==> src/rtl/simeck_pkg.sv <==
// Shared Simeck32/64 definitions: round constants, state encoding and the round function.
// Used by both the encryptor and the decryptor tops.
package simeck_pkg;

   localparam int          WORDW         = 16;
   localparam int          SIMECK_ROUNDS = 32;
   localparam int          CNTW          = 5;
   localparam logic [15:0] SIMECK_C      = 16'hFFFC;
   // Bit i is z0[i] of the X^5+X^2+1 m-sequence seeded with 5'b11111
   localparam logic [31:0] SIMECK_Z0     = 32'h9A42BB1F;

   typedef enum logic [1:0] {
      IDLE    = 2'd0,
      EXPAND  = 2'd1,
      DECRYPT = 2'd2,
      DONE    = 2'd3
   } simeck_state_e;

   function automatic logic [WORDW-1:0] simeck_rotl(input logic [WORDW-1:0] x, input int unsigned n);
      logic [2*WORDW-1:0] dbl;
      dbl = {x, x} << n;
      return dbl[2*WORDW-1:WORDW];
   endfunction

   function automatic logic [WORDW-1:0] simeck_f(input logic [WORDW-1:0] x);
      return (x & simeck_rotl(x, 5)) ^ simeck_rotl(x, 1);
   endfunction

   // One Feistel step (l,r) -> (r ^ f(l) ^ k, l), packed as {l,r}
   function automatic logic [2*WORDW-1:0] simeck_round(input logic [2*WORDW-1:0] lr,
                                                        input logic [WORDW-1:0]   k);
      logic [WORDW-1:0] l;
      logic [WORDW-1:0] r;
      l = lr[2*WORDW-1:WORDW];
      r = lr[WORDW-1:0];
      return {r ^ simeck_f(l) ^ k, l};
   endfunction

endpackage

==> src/rtl/simeck_key_store.sv <==
// 32x16 round-key store: one synchronous write port and one combinational read port.
// Contents are deliberately not reset; the core tracks validity separately.
module simeck_key_store
   import simeck_pkg::*;
#(
   parameter int DEPTH = SIMECK_ROUNDS,
   parameter int AW    = CNTW
) (
   input  logic             clk,
   input  logic             we_i,
   input  logic [AW-1:0]    waddr_i,
   input  logic [WORDW-1:0] wdata_i,
   input  logic [AW-1:0]    raddr_i,
   output logic [WORDW-1:0] rdata_o
);

   logic [WORDW-1:0] mem_q [DEPTH];

   // Round-key write during expansion
   always_ff @(posedge clk) begin
      if (we_i) begin
         mem_q[waddr_i] <= wdata_i;
      end
   end

   assign rdata_o = mem_q[raddr_i];

endmodule

==> src/rtl/simeck_decrypt_core.sv <==
// Iterative Simeck32/64 decryptor: expands round keys once (optionally cached by key value),
// then runs 32 inverse rounds one per clock and returns plaintext over valid/ready.
module simeck_decrypt_core
   import simeck_pkg::*;
#(
   parameter int DDATAW    = 32,
   parameter int ROUNDS    = 32,
   parameter bit KEY_CACHE = 1'b1
) (
   input  logic              clk,
   input  logic              rst,
   input  logic [63:0]       Key,
   input  logic              ct_valid,
   output logic              ct_ready,
   input  logic [DDATAW-1:0] ct,
   output logic              pt_valid,
   input  logic              pt_ready,
   output logic [DDATAW-1:0] pt,
   output logic              busy
);

   if (DDATAW != 2 * WORDW) begin : g_bad_width
      $error("simeck_decrypt_core: DDATAW must be 32");
   end
   if (ROUNDS != SIMECK_ROUNDS) begin : g_bad_rounds
      $error("simeck_decrypt_core: ROUNDS must be 32");
   end

   localparam logic [CNTW-1:0] LAST_IDX  = CNTW'(ROUNDS - 1);
   localparam logic [CNTW-1:0] FIRST_IDX = {CNTW{1'b0}};

   simeck_state_e    state_q, state_d;
   logic [CNTW-1:0]  i_q, i_d;
   logic [WORDW-1:0] l_q, l_d, r_q, r_d;
   logic [WORDW-1:0] k_q, k_d, t0_q, t0_d, t1_q, t1_d, t2_q, t2_d;
   logic [63:0]      key_q, key_d;
   logic             key_ok_q, key_ok_d;
   logic [DDATAW-1:0] pt_q, pt_d;
   logic             pt_valid_q, pt_valid_d;
   logic             ct_ready_q, busy_q;

   logic             accept_s;
   logic             cache_hit_s;
   logic             ks_we_s;
   logic             round_en_s;
   logic             pt_load_s;
   logic             pt_take_s;
   logic [WORDW-1:0] rk_s;
   logic [2*WORDW-1:0] round_out_s;

   assign cache_hit_s = KEY_CACHE && key_ok_q && (Key == key_q);
   assign accept_s    = ct_valid && (state_q == IDLE);

   simeck_key_store #(
      .DEPTH (SIMECK_ROUNDS),
      .AW    (CNTW)
   ) u_key_store (
      .clk     (clk),
      .we_i    (ks_we_s),
      .waddr_i (i_q),
      .wdata_i (k_q),
      .raddr_i (i_q),
      .rdata_o (rk_s)
   );

   // FSM state register
   always_ff @(posedge clk or posedge rst) begin
      if (rst) begin
         state_q <= IDLE;
      end else begin
         state_q <= state_d;
      end
   end

   // FSM next-state logic
   always_comb begin
      state_d = state_q;
      case (state_q)
         IDLE: begin
            if (ct_valid) begin
               state_d = cache_hit_s ? DECRYPT : EXPAND;
            end else begin
               state_d = IDLE;
            end
         end
         EXPAND: begin
            if (i_q == LAST_IDX) begin
               state_d = DECRYPT;
            end else begin
               state_d = EXPAND;
            end
         end
         DECRYPT: begin
            if (i_q == FIRST_IDX) begin
               state_d = DONE;
            end else begin
               state_d = DECRYPT;
            end
         end
         DONE: begin
            if (pt_valid_q && pt_ready) begin
               state_d = IDLE;
            end else begin
               state_d = DONE;
            end
         end
         default: state_d = IDLE;
      endcase
   end

   // FSM control outputs
   always_comb begin
      ks_we_s    = 1'b0;
      round_en_s = 1'b0;
      pt_load_s  = 1'b0;
      pt_take_s  = 1'b0;
      case (state_q)
         IDLE:    ks_we_s    = 1'b0;
         EXPAND:  ks_we_s    = 1'b1;
         DECRYPT: round_en_s = 1'b1;
         DONE: begin
            if (!pt_valid_q) begin
               pt_load_s = 1'b1;
            end else begin
               pt_take_s = pt_ready;
            end
         end
         default: ks_we_s = 1'b0;
      endcase
   end

   // Datapath is held in swapped order (l_q = right half) so the inverse round has the forward form
   assign round_out_s = simeck_round({l_q, r_q}, rk_s);

   // Datapath next-state: counter, key schedule shift register, l/r, cache and output
   always_comb begin
      i_d        = i_q;
      l_d        = l_q;
      r_d        = r_q;
      k_d        = k_q;
      t0_d       = t0_q;
      t1_d       = t1_q;
      t2_d       = t2_q;
      key_d      = key_q;
      key_ok_d   = key_ok_q;
      pt_d       = pt_q;
      pt_valid_d = pt_valid_q;
      if (accept_s) begin
         key_d = Key;
         l_d   = ct[WORDW-1:0];
         r_d   = ct[2*WORDW-1:WORDW];
         {t2_d, t1_d, t0_d, k_d} = Key;
         if (cache_hit_s) begin
            i_d = LAST_IDX;
         end else begin
            i_d      = FIRST_IDX;
            key_ok_d = 1'b0;
         end
      end else if (ks_we_s) begin
         k_d  = t0_q;
         t0_d = t1_q;
         t1_d = t2_q;
         t2_d = k_q ^ simeck_f(t0_q) ^ SIMECK_C ^ {{(WORDW-1){1'b0}}, SIMECK_Z0[i_q]};
         if (i_q == LAST_IDX) begin
            key_ok_d = 1'b1;
            i_d      = LAST_IDX;
         end else begin
            i_d = i_q + 5'd1;
         end
      end else if (round_en_s) begin
         {l_d, r_d} = round_out_s;
         if (i_q != FIRST_IDX) begin
            i_d = i_q - 5'd1;
         end else begin
            i_d = i_q;
         end
      end else if (pt_load_s) begin
         pt_d       = {r_q, l_q};
         pt_valid_d = 1'b1;
      end else if (pt_take_s) begin
         pt_valid_d = 1'b0;
      end else begin
         pt_valid_d = pt_valid_q;
      end
   end

   // Datapath and registered outputs
   always_ff @(posedge clk or posedge rst) begin
      if (rst) begin
         i_q        <= 5'd0;
         l_q        <= 16'd0;
         r_q        <= 16'd0;
         k_q        <= 16'd0;
         t0_q       <= 16'd0;
         t1_q       <= 16'd0;
         t2_q       <= 16'd0;
         key_q      <= 64'd0;
         key_ok_q   <= 1'b0;
         pt_q       <= 32'd0;
         pt_valid_q <= 1'b0;
         ct_ready_q <= 1'b1;
         busy_q     <= 1'b0;
      end else begin
         i_q        <= i_d;
         l_q        <= l_d;
         r_q        <= r_d;
         k_q        <= k_d;
         t0_q       <= t0_d;
         t1_q       <= t1_d;
         t2_q       <= t2_d;
         key_q      <= key_d;
         key_ok_q   <= key_ok_d;
         pt_q       <= pt_d;
         pt_valid_q <= pt_valid_d;
         ct_ready_q <= (state_d == IDLE);
         busy_q     <= (state_d == EXPAND) || (state_d == DECRYPT);
      end
   end

   assign ct_ready = ct_ready_q;
   assign busy     = busy_q;
   assign pt_valid = pt_valid_q;
   assign pt       = pt_q;

endmodule

==> config.mk <==
export PLATFORM = sky130hd
export DESIGN_NAME = simeck_decrypt_core
export DESIGN_NICKNAME = d
export VERILOG_FILES = /design/src/rtl/simeck_pkg.sv /design/src/rtl/simeck_key_store.sv /design/src/rtl/simeck_decrypt_core.sv
export SDC_FILE = /design/constraint.sdc
export NUM_CORES = 1
export LEC_CHECK = 0
export CORE_ASPECT_RATIO = 1.1
export CORE_MARGIN = 4
export CORE_UTILIZATION = 60
export CTS_BUF_LIST = sky130_fd_sc_hd__clkbuf_4 sky130_fd_sc_hd__clkbuf_8 sky130_fd_sc_hd__clkbuf_16
export DETAILED_ROUTE_END_ITERATION = 10
export PLACE_DENSITY = 0.85
export SETUP_SLACK_MARGIN = 0.5
export SYNTH_ARGS = -nofsm -noshare
export SYNTH_HDL_FRONTEND = slang
export SYNTH_SLANG_ARGS = --single-unit
==> constraint.sdc <==
create_clock -name clk -period 8.03 [get_ports clk]
set_input_delay 1.2045 -clock clk [delete_from_list [all_inputs] [get_ports clk]]
set_output_delay 1.2045 -clock clk [all_outputs]
set_load 0.1 [all_outputs]
==> reports/metrics.yaml, run 1 <==
worst_hold_path:
  holdCritPathClass: "reg2reg"
  min_to: "key_q[37]$_DFFE_PP0P_"
  holdPathStages: 2
  worstHoldStart: "key_q[37]$_DFFE_PP0P_"
synthesis:
  ys_types: 57
  synth_common_cells: "512 x edfxtp_1, 306 x mux2i_1, 284 x nand2_1"
  ys_seq_elements: 715
  yosysWarnings: 0
  synth-edff-count: 512
  synth_ff_type: "edfxtp_1"
  synthCells: 2078
  async_flop_share_pct: 28.39
  synth_largest_area_cell: "edfxtp_1"
  netlist_top_cells_area: "edfxtp_1 52%, dfrtp_1 17%, mux2i_1 10%"
  netlist.area_leader.share_pct: 51.72
  synth.most_common_cell: "edfxtp_1"
  syn_area_um2: 29720
  syn_area_per_cell_um2: 14.30
  syn_nets: 2190
  synth-seq-area-share_pct: 68.82
cts:
  cts_buffer_depth: 3
  cts_sinks: 715
  htreeDepth: 3
  cts_resized: 0
  post_cts.repair.setup_buffers: 0
  hold_buffers: 0
  root_buffer: "clkbuf_16"
  cts_made_buffers: 68
  clock_latency_ns: 0.61
  cts_tree: "built"
  clkTransAtPathRegs_ns: 0.06
route:
  drtPass1Iterations: 7
  routed_wl_um: 72280
  drc: 0
  route.vias.total: 18390
  drt-initial-drc-count: 2300
  ant_nets: 0
  via_per_inst: 6.331
  routed_wire_length_per_instance_um: 24.89
finish:
  n_fill_cell: 3050
  antennaDiodeCount: 0
  top_register: "u_key_store.mem_q"
  post-route-util_pct: 69.51
  area_delta_synth_final_pct: 14.65
  fin_nets: 2311
  largest_reg_flops: 512
  drive_above_1_share_pct: 10.04
grt:
  grt_max_degree: 145
  overflow: 0
  grt_pass1_wl_um: 108000
  track_usage_pct: 26.92
  antenna_found_initial: 2
  first_global_vias: 18200
pwr:
  p_per_area_nw_per_um2: 215.8
  ir_worst_vdd_mv: 0.1698
  p_leak_nw: 11.81
timing:
  skew_ns: 0.01981
  setup_viol: 0
  rsz0062_at_grt: "no"
  slew_headroom_pct: 17.09
  maxSlewViolCount: 0
  fin_crit_sh_pct: 50.42
  fmax_mhz: 247.0
  timing.final.crit_period_ns: 4.049
  hold_viol: 0
  finalSetupTns_ns: 0
  tightest_slew_ns: 1.242
die:
  initial_core_util_pct: 60.63
  fp-row-count: 85
  io_pins: 135
  die_area_um2: 53170
  die_w_um: 220.2
  die_h_um: 241.4
  core_um2: 49030
setup_path:
  path_class: "reg2reg"
  reg2reg_depth: 7
  reg2reg_slack_ns: 3.98
  critPathCaptureType: "flip-flop"
  cp.required_ns: 8.51
  worstPathMaxFanout: 102
  r2r-start: "i_q[0]$_DFFE_PP0P_"
  worstSetupStartpointType: "flip-flop"
  critPathArrivalTime_ns: 4.53
  r2r-end: "l_q[7]$_DFFE_PP0P_"
placed_design:
  gp_congestion: 0.9182
  portBuffers: 134
  dpl.hpwl_um: 45020
outcome:
  status: "finished clean"
run:
  cap_violations: 0
## routing by layer
metal | vias up | GRT usage (%) | wire length (um)
li1 | 7999 | - | -
met1 | 9232 | 35.88 | 27460
met2 | 971 | 43.47 | 35210
met3 | 180 | 5.080 | 5930
met4 | 4 | 12.62 | 3632
met5 | - | 0 | 37
## cell type report
class                      count  area (um2)  area share (%)
clock buffer                  87        1857           5.448
clock inverter                36       478.0           1.402
inverter                      22       90.09          0.2643
multi-input combinational   1223        8751           25.68
sequential                   715       20460           60.03
tap                          652       815.8           2.394
timing repair buffer         169        1629           4.780
## worst max-delay path: stages, from the launching register on
cell	delay, ns
dfrtp_4	1.04
buf_12	0.61
mux2i_1	0.26
o22ai_1	0.13
nor4_1	0.97
nand2_1	0.21
xnor2_1	0.20
a221o_1	0.37
## report_power, final
part	leakage [nW]	switching, mW	internal, mW
Sequential	7.13	0	3.92
Clock	1.16	1.39	1.95
Combinational	3.53	0.0456	0.0531
Total	11.8	1.43	5.92
## how the worst max path moves through the flow
stage / from / depth (start not counted) / endpoint
detailed placement: ct_valid / 6 / l_q[10]$_DFFE_PP0P_
global placement: Key[13] / 8 / busy$_DFF_PP0_
finish: i_q[0]$_DFFE_PP0P_ / 7 / l_q[7]$_DFFE_PP0P_
floorplan: rst / 1 / busy$_DFF_PP0_
CTS: i_q[0]$_DFFE_PP0P_ / 7 / l_q[7]$_DFFE_PP0P_
global route: i_q[0]$_DFFE_PP0P_ / 7 / l_q[10]$_DFFE_PP0P_
## cell usage in the layout (no fill, tap or decap), types with 4 or more instances in the layout
cell / netlist / final
mux2_2: 27 / 27
a21oi_1: 6 / 6
clkinv_2: 0 / 8
mux2i_1: 306 / 306
a31oi_1: 20 / 20
o22ai_2: 10 / 10
mux2_1: 6 / 6
nor4_1: 39 / 39
xnor2_1: 101 / 101
bufinv_16: 0 / 9
dfrtp_1: 202 / 201
o22ai_1: 123 / 123
clkinv_1: 0 / 8
nand3_1: 6 / 6
nor2_2: 0 / 22
nand2b_1: 4 / 4
nor2_1: 51 / 29
nand2_1: 284 / 283
clkbuf_4: 0 / 17
a221o_1: 17 / 17
o21ai_0: 96 / 96
clkbuf_16: 0 / 68
clkdlybuf4s50_1: 0 / 134
nand4bb_1: 6 / 6
nand4b_1: 4 / 4
nand4_1: 10 / 10
xor2_1: 31 / 31
edfxtp_1: 512 / 512
inv_1: 22 / 21
nor3_1: 8 / 4
ha_1: 12 / 11
buf_4: 1 / 33
and3_1: 19 / 19
## cells by family after synthesis
kind of cell               after synthesis  synth area share (%)
AOI/OAI and AO/OA                      291                 6.272
xor gates and xnor gates               132                 3.889
adders and majority gates               12                0.5051
buffers and inverters                  140                 2.096
DFF                                    715                 68.82
muxes                                  340                 11.63
and+or+nand+nor                        448                 6.790
## stage by stage
step	hold slack [ns]	setup WS, ns	instance area (um2)	power, mW	std cells
2_1_floorplan	0.4653	1.288	29720	4.022	2078
3_3_place_gp	0.4776	3.906	31750	4.090	2781
3_5_place_dp	0.4828	3.783	31750	4.091	2781
4_1_cts	0.4989	4.086	34080	7.375	2904
5_1_grt	0.5211	4.022	34080	7.538	2904
6_report	0.4969	3.981	34080	7.354	2904
No activity file was read; power rests on OpenSTA's default activity.
==> run 2: changes to the inputs <==
--- a/config.mk
+++ b/config.mk
@@ -7,10 +7,10 @@
 export LEC_CHECK = 0
 export CORE_ASPECT_RATIO = 1.1
 export CORE_MARGIN = 4
-export CORE_UTILIZATION = 60
+export CORE_UTILIZATION = 55
 export CTS_BUF_LIST = sky130_fd_sc_hd__clkbuf_4 sky130_fd_sc_hd__clkbuf_8 sky130_fd_sc_hd__clkbuf_16
 export DETAILED_ROUTE_END_ITERATION = 10
-export PLACE_DENSITY = 0.85
+export PLACE_DENSITY = 0.82
 export SETUP_SLACK_MARGIN = 0.5
 export SYNTH_ARGS = -nofsm -noshare
 export SYNTH_HDL_FRONTEND = slang
==> constraint.sdc (replaced) <==
create_clock -name clk -period 3.5 [get_ports clk]
set_input_delay 0.525 -clock clk [delete_from_list [all_inputs] [get_ports clk]]
set_output_delay 0.525 -clock clk [all_outputs]
set_load 0.1 [all_outputs]
==> run 2 against run 1 <==
Compared with the run above: via count grew 1.0%; cell area grew 2.6%; die area grew 8.8%; largest power group unchanged; critical endpoint is now l_q[6]$_DFFE_PP0P_; non-clock buffer count grew 98; count of clock-buffer cells in the layout grew 6; wire length grew 4.0%; critical path type unchanged; combinational power grew 130%.
==> reports/metrics.yaml, run 2 (synthesis gave the netlist of run 1 again) <==
finish:
  area_delta_synth_final_pct: 17.58
  top_register: "u_key_store.mem_q"
  seqCellArea_um2: 20460
  mostFrequentLayoutCells: "512 x edfxtp_1, 306 x mux2i_1, 283 x nand2_1"
  fin_nets: 2410
  largest_reg_flops: 512
  n_fill_cell: 3629
  drive_above_1_share_pct: 13.05
  layout_commonest_cell: "edfxtp_1"
  multi_input_area_um2: 8686
  antennaDiodeCount: 0
timing:
  setup_viol: 0
  fmax_mhz: 329.6
  hold_viol: 0
  setup_ws_ns: 0.4657
  rsz0062_at_grt: "no"
  finalSetupTns_ns: 0
  slew_headroom_pct: 20.50
  fin_crit_sh_pct: 86.69
  skew_ns: 0.02531
  maxSlewViolCount: 0
  timing.final.crit_period_ns: 3.034
  tightest_slew_ns: 1.188
setup_path:
  reg2reg_slack_ns: 0.47
  worstPathMaxFanout: 24
  worstSetupEndpoint: "l_q[6]$_DFFE_PP0P_"
  reg2reg_depth: 9
  cp.required_ns: 3.98
  r2r-start: "i_q[4]$_DFFE_PP0P_"
  critical_path.startpoint: "i_q[4]$_DFFE_PP0P_"
  critPathArrivalTime_ns: 3.52
  critPathCaptureType: "flip-flop"
  worstSetupStartpointType: "flip-flop"
  r2r-end: "l_q[6]$_DFFE_PP0P_"
  path_class: "reg2reg"
placed_design:
  dpl.hpwl_um: 47790
  gp_congestion: 0.9323
  portBuffers: 134
  dp_slack_ns: 0.3146
route:
  routed_wl_um: 75140
  drt-initial-drc-count: 2041
  routed_wire_length_per_instance_um: 24.40
  met3WireLength_um: 5940
  met2_length_um: 36570
  top_layer_used: "met4"
  drtPass1Iterations: 5
  wl_met1_um: 28760
  ant_nets: 0
  via_per_inst: 6.030
  route.vias.total: 18570
  drc: 0
die:
  die_area_um2: 57830
  core_um2: 53560
  fp-row-count: 89
  io_pins: 135
  die_w_um: 229.7
  die_h_um: 251.8
  initial_core_util_pct: 55.50
cts:
  cts_tree: "built"
  cts_buffer_depth: 3
  clkTransAtPathRegs_ns: 0.07
  root_buffer: "clkbuf_16"
  htreeDepth: 3
  cts_made_buffers: 69
  clock_latency_ns: 0.61
  cts_sinks: 715
  hold_buffers: 0
pwr:
  ir_worst_vdd_mv: 0.4117
  p_leak_nw: 12.27
  comb_power_share_pct: 1.4
  seqPwrFrac_pct: 53.5
  p_int_mw: 13.54
  p_switching_mw: 3.243
  p_per_area_nw_per_um2: 480.1
  totalPowerFinal_mw: 16.78
  switching_share_pct: 19.33
  pwr-share-clk_pct: 45.1
grt:
  antenna_found_initial: 0
  grt_max_degree: 175
  overflow: 0
  grt_pass1_wl_um: 113100
  first_global_vias: 18940
  track_usage_pct: 25.66
worst_hold_path:
  holdCritPathClass: "in2async"
outcome:
  status: "finished clean"
run:
  cap_violations: 0
## run 2: layer usage
metal / GRT usage [%] / vias up
met4: 12.47 / 0
met1: 33.33 / 9294
met3: 4.584 / 183
met5: 0 / -
met2: 42.30 / 909
li1: - / 8187
## run 2: power by group through the flow
stage               Clock, mW  Sequential [mW]  Combinational [mW]
global placement            0             9.16               0.226
detailed placement          0             9.16               0.230
finish                   7.57             8.98               0.228
floorplan                   0             9.16              0.0672
CTS                      7.63             8.99               0.230
global route             8.04             8.98               0.245
## run 2: worst min path at each step
stage / start / to / slack [ns] / depth (start not counted)
2_1_floorplan: key_q[10]$_DFFE_PP0P_ / key_q[10]$_DFFE_PP0P_ / 0.47 / 2
3_3_place_gp: key_q[26]$_DFFE_PP0P_ / key_q[26]$_DFFE_PP0P_ / 0.48 / 2
3_5_place_dp: key_q[36]$_DFFE_PP0P_ / key_q[36]$_DFFE_PP0P_ / 0.49 / 2
4_1_cts: rst / key_q[43]$_DFFE_PP0P_ / 0.26 / 2
5_1_grt: rst / key_q[43]$_DFFE_PP0P_ / 0.31 / 2
6_report: rst / key_q[43]$_DFFE_PP0P_ / 0.27 / 2
## run 2: through the flow
stage	util (%)	hold slack (ns)	instances	cell area [um2]
after floorplan	-	0.4653	2078	29740
after global placement	60.92	0.4794	2954	32630
after detailed placement	60.92	0.4858	2954	32630
after CTS	65.23	0.2572	3079	34940
after global routing	65.25	0.3082	3080	34950
final	65.25	0.2672	3080	34950
## run 2: cell type report
| cell class | count | area share [%] |
|---|---|---|
| clock buffers | 93 | 5.646 |
| clock inverters | 32 | 0.9523 |
| inverters | 22 | 0.2470 |
| multi-input cells | 1223 | 24.85 |
| flip-flops and latches | 715 | 58.54 |
| well taps | 728 | 2.606 |
| repair buffers | 267 | 7.156 |
## run 2: what timing repair did
action,CTS,global route
endpoints found under the setup margin,0,2
setup buffers,0,1
resized for setup,0,0
## run 2: worst max-delay path, stage by stage, from the launching register on
cell,delay [ns]
dfrtp_1,0.57
buf_4,0.36
nand4bb_1,0.42
buf_4,0.32
o22ai_1,0.43
nor4_1,0.11
buf_4,0.19
nand2_1,0.10
xnor2_1,0.08
a221o_1,0.31
==> RTL edit, RTL diff (settings of run 2) <==
The package constant `CNTW` goes from 5 to 4.
--- a/src/rtl/simeck_pkg.sv
+++ b/src/rtl/simeck_pkg.sv
@@ -5,5 +5,5 @@
    localparam int          WORDW         = 16;
    localparam int          SIMECK_ROUNDS = 32;
-   localparam int          CNTW          = 5;
+   localparam int          CNTW          = 4;
    localparam logic [15:0] SIMECK_C      = 16'hFFFC;
    // Bit i is z0[i] of the X^5+X^2+1 m-sequence seeded with 5'b11111
Check against the original RTL: same outputs for any inputs over 4 cycles, from zero or initial values and one cycle with rst high; that may be too few to reach the edited logic, so the function may still have changed.
==> RTL edit against run 2 <==
- area after synthesis fell by 34%
- critical endpoint is now ct_ready
- critical path depth shrank 8
- clock power decreased by 35%
- total power rose by 25%
- clock skew down 5.2 ps
- sequential cell count shrank 257
- largest power group unchanged
- cell area down 34%
- routed wire length is 34% lower
- worst setup slack gained 280 ps
==> RTL edit: results (changes against run 2) <==
Worst setup path
  – Crit Reg-Reg Endpoint: u_key_store.mem_q[14][7] (was l_q[6])
  – Crit-path max FO: 1 (was 24)
  – CP endpoint: ct_ready (was l_q[6])
  – FF-to-FF Start: i_q[0] (was i_q[4])
  – Cell at the slowest stage of the critical path: clkdlybuf4s50_1 (was dfrtp_1)
  – R2R Setup Slk: 860 ps (was 470 ps)
  – Slowest stage delay, CP: 1150 ps (was 570 ps)
  – Reg2reg path depth: 5 (was 9)

Yosys
  – Top cells by count, synth: nand2_1 (268), edfxtp_1 (256), dfrtp_1 (201) (was edfxtp_1 (512), mux2i_1 (306), nand2_1 (284))
  – Synth async-reset ratio: 44.10% (was 28.39%)
  – EDFF count, synth: 256 (was 512)
  – Sequential-to-total area share from yosys stat: 64.98% (was 68.82%)
  – Syn Nets: 1557 (was 2190)
  – Cells after Synth: 1445 (was 2078)
  – Number of distinct library cells after synthesis: 56 (was 57)
  – Top cells by area, synth: edfxtp_1 (39%), dfrtp_1 (26%), mux4_2 (7.3%), nand2_1 (5.1%), xnor2_1 (3.6%) (was edfxtp_1 (52%), dfrtp_1 (17%), mux2i_1 (10%), nand2_1 (3.6%), xnor2_1 (3.0%))

Cells and area
  – Fraction of layout cells with a size suffix above 1: 14.71% (was 13.05%)
  – Nets: 1708 (was 2410)
  – Max reg flops: 256 (was 512)

Routing
  – Initial DRC count: 1238 (was 2041)
  – Vias/cell: 5.965 (was 6.030)
  – Wirelength, routed: 49.68 mm (was 75.14 mm)
  – Drt pass-1 iters: 7 (was 5)
  – WL/cell: 23.51 um (was 24.40 um)

Outcome
  – Outcome: finished clean (unchanged)

Clocking
  – TritonCTS Buffers: 45 (was 69)
  – H-tree levels: 2 (was 3)
  – Worst-Skew Late Latency: 560 ps (was 610 ps)

Hold path
  – Worst min-delay path class: reg -> reg (was in -> async)

Pwr
  – IR drop worst, VDD: 0.4596 mV (was 0.4117 mV)
  – Leak: 8.888 nW (was 12.27 nW)

STA
  – Worst Tran Pin Value: 1015 ps (was 1188 ps)
  – Clock skew: 20.12 ps (was 25.31 ps)

Global route
  – Vias in the first global route: 12989 (was 18935)
  – Initial antenna violation count: 2 (was 0)
  – Tot GR Track Use: 25.40% (was 25.66%)
  – Largest net degree at the start of global routing: 148 (was 175)

Placed design
  – Placed Instances: 2030 (was 2954)
  – Final RePlAce weighted congestion: 0.8712 (was 0.9323)
  – Dpl hpwl: 32.71 mm (was 47.79 mm)
RTL edit: cell families (layout without fill, tap and decap cells):
group,count (synthesis),count (layout),synth area share [%]
AOI/OAI and AO/OA,233,233,7.037
buffers and inverters,115,302,2.367
adders and majority gates,12,12,0.7656
muxes,146,146,11.75
DFF,458,458,64.98
xor gates and xnor gates,119,119,5.315
and+or+nand+nor,362,362,7.790
RTL edit: where the power goes:
part           internal (mW)  switching (mW)  leakage [nW]  total (mW)
Sequential              7.46            1.62          4.74        9.08
Clock                   2.90            2.00         0.764        4.91
Combinational           3.06            3.94          3.38        6.99
RTL edit: how the worst min path moves through the flow:
stage | depth (start not counted) | endpoint | slack [ps] | start
after floorplan | 2 | key_q[22] | 460 | key_q[22]
final | 2 | key_q[48] | 500 | key_q[48]
after global routing | 2 | key_q[50] | 510 | key_q[50]
after CTS | 2 | key_q[48] | 500 | key_q[48]
after detailed placement | 2 | key_q[48] | 480 | key_q[48]
after global placement | 2 | key_q[15] | 480 | key_q[15]
RTL edit: tightest hold or removal path, stage by stage (launching register included):
cell,delay (ps)
dfrtp_1,360
nand2_1,50
nand2_1,60
RTL edit: area by class of cell:
cell class                 count  area (um2)
fill                        2380       12020
clock buffer                  67        1351
clock inverter                16       160.2
sequential                   458       12750
tap                          481       601.8
multi-input combinational    872        6444
timing repair buffer         180        1749
inverter                      39       150.1
RTL edit: through the flow:
stage	setup slack, ps	hold slack, ps	utilization, %	area, um2
after floorplan	359.5	461.0	-	19620
after global placement	444.0	478.9	61.59	21690
after detailed placement	461.3	483.0	61.59	21690
after CTS	723.8	498.6	65.88	23200
after global routing	727.1	509.1	65.88	23200
final	743.1	499.9	65.88	23200
RTL edit: routing by layer:
layer  global-route usage [%]  vias to the layer above  part of all wire, %
met5                        0                        -                0.044
met4                    8.993                        4                  3.4
met3                    3.885                      107                  6.3
met2                    44.74                      615                   52
met1                    32.40                     6349                   38
li1                         -                     5530                    -
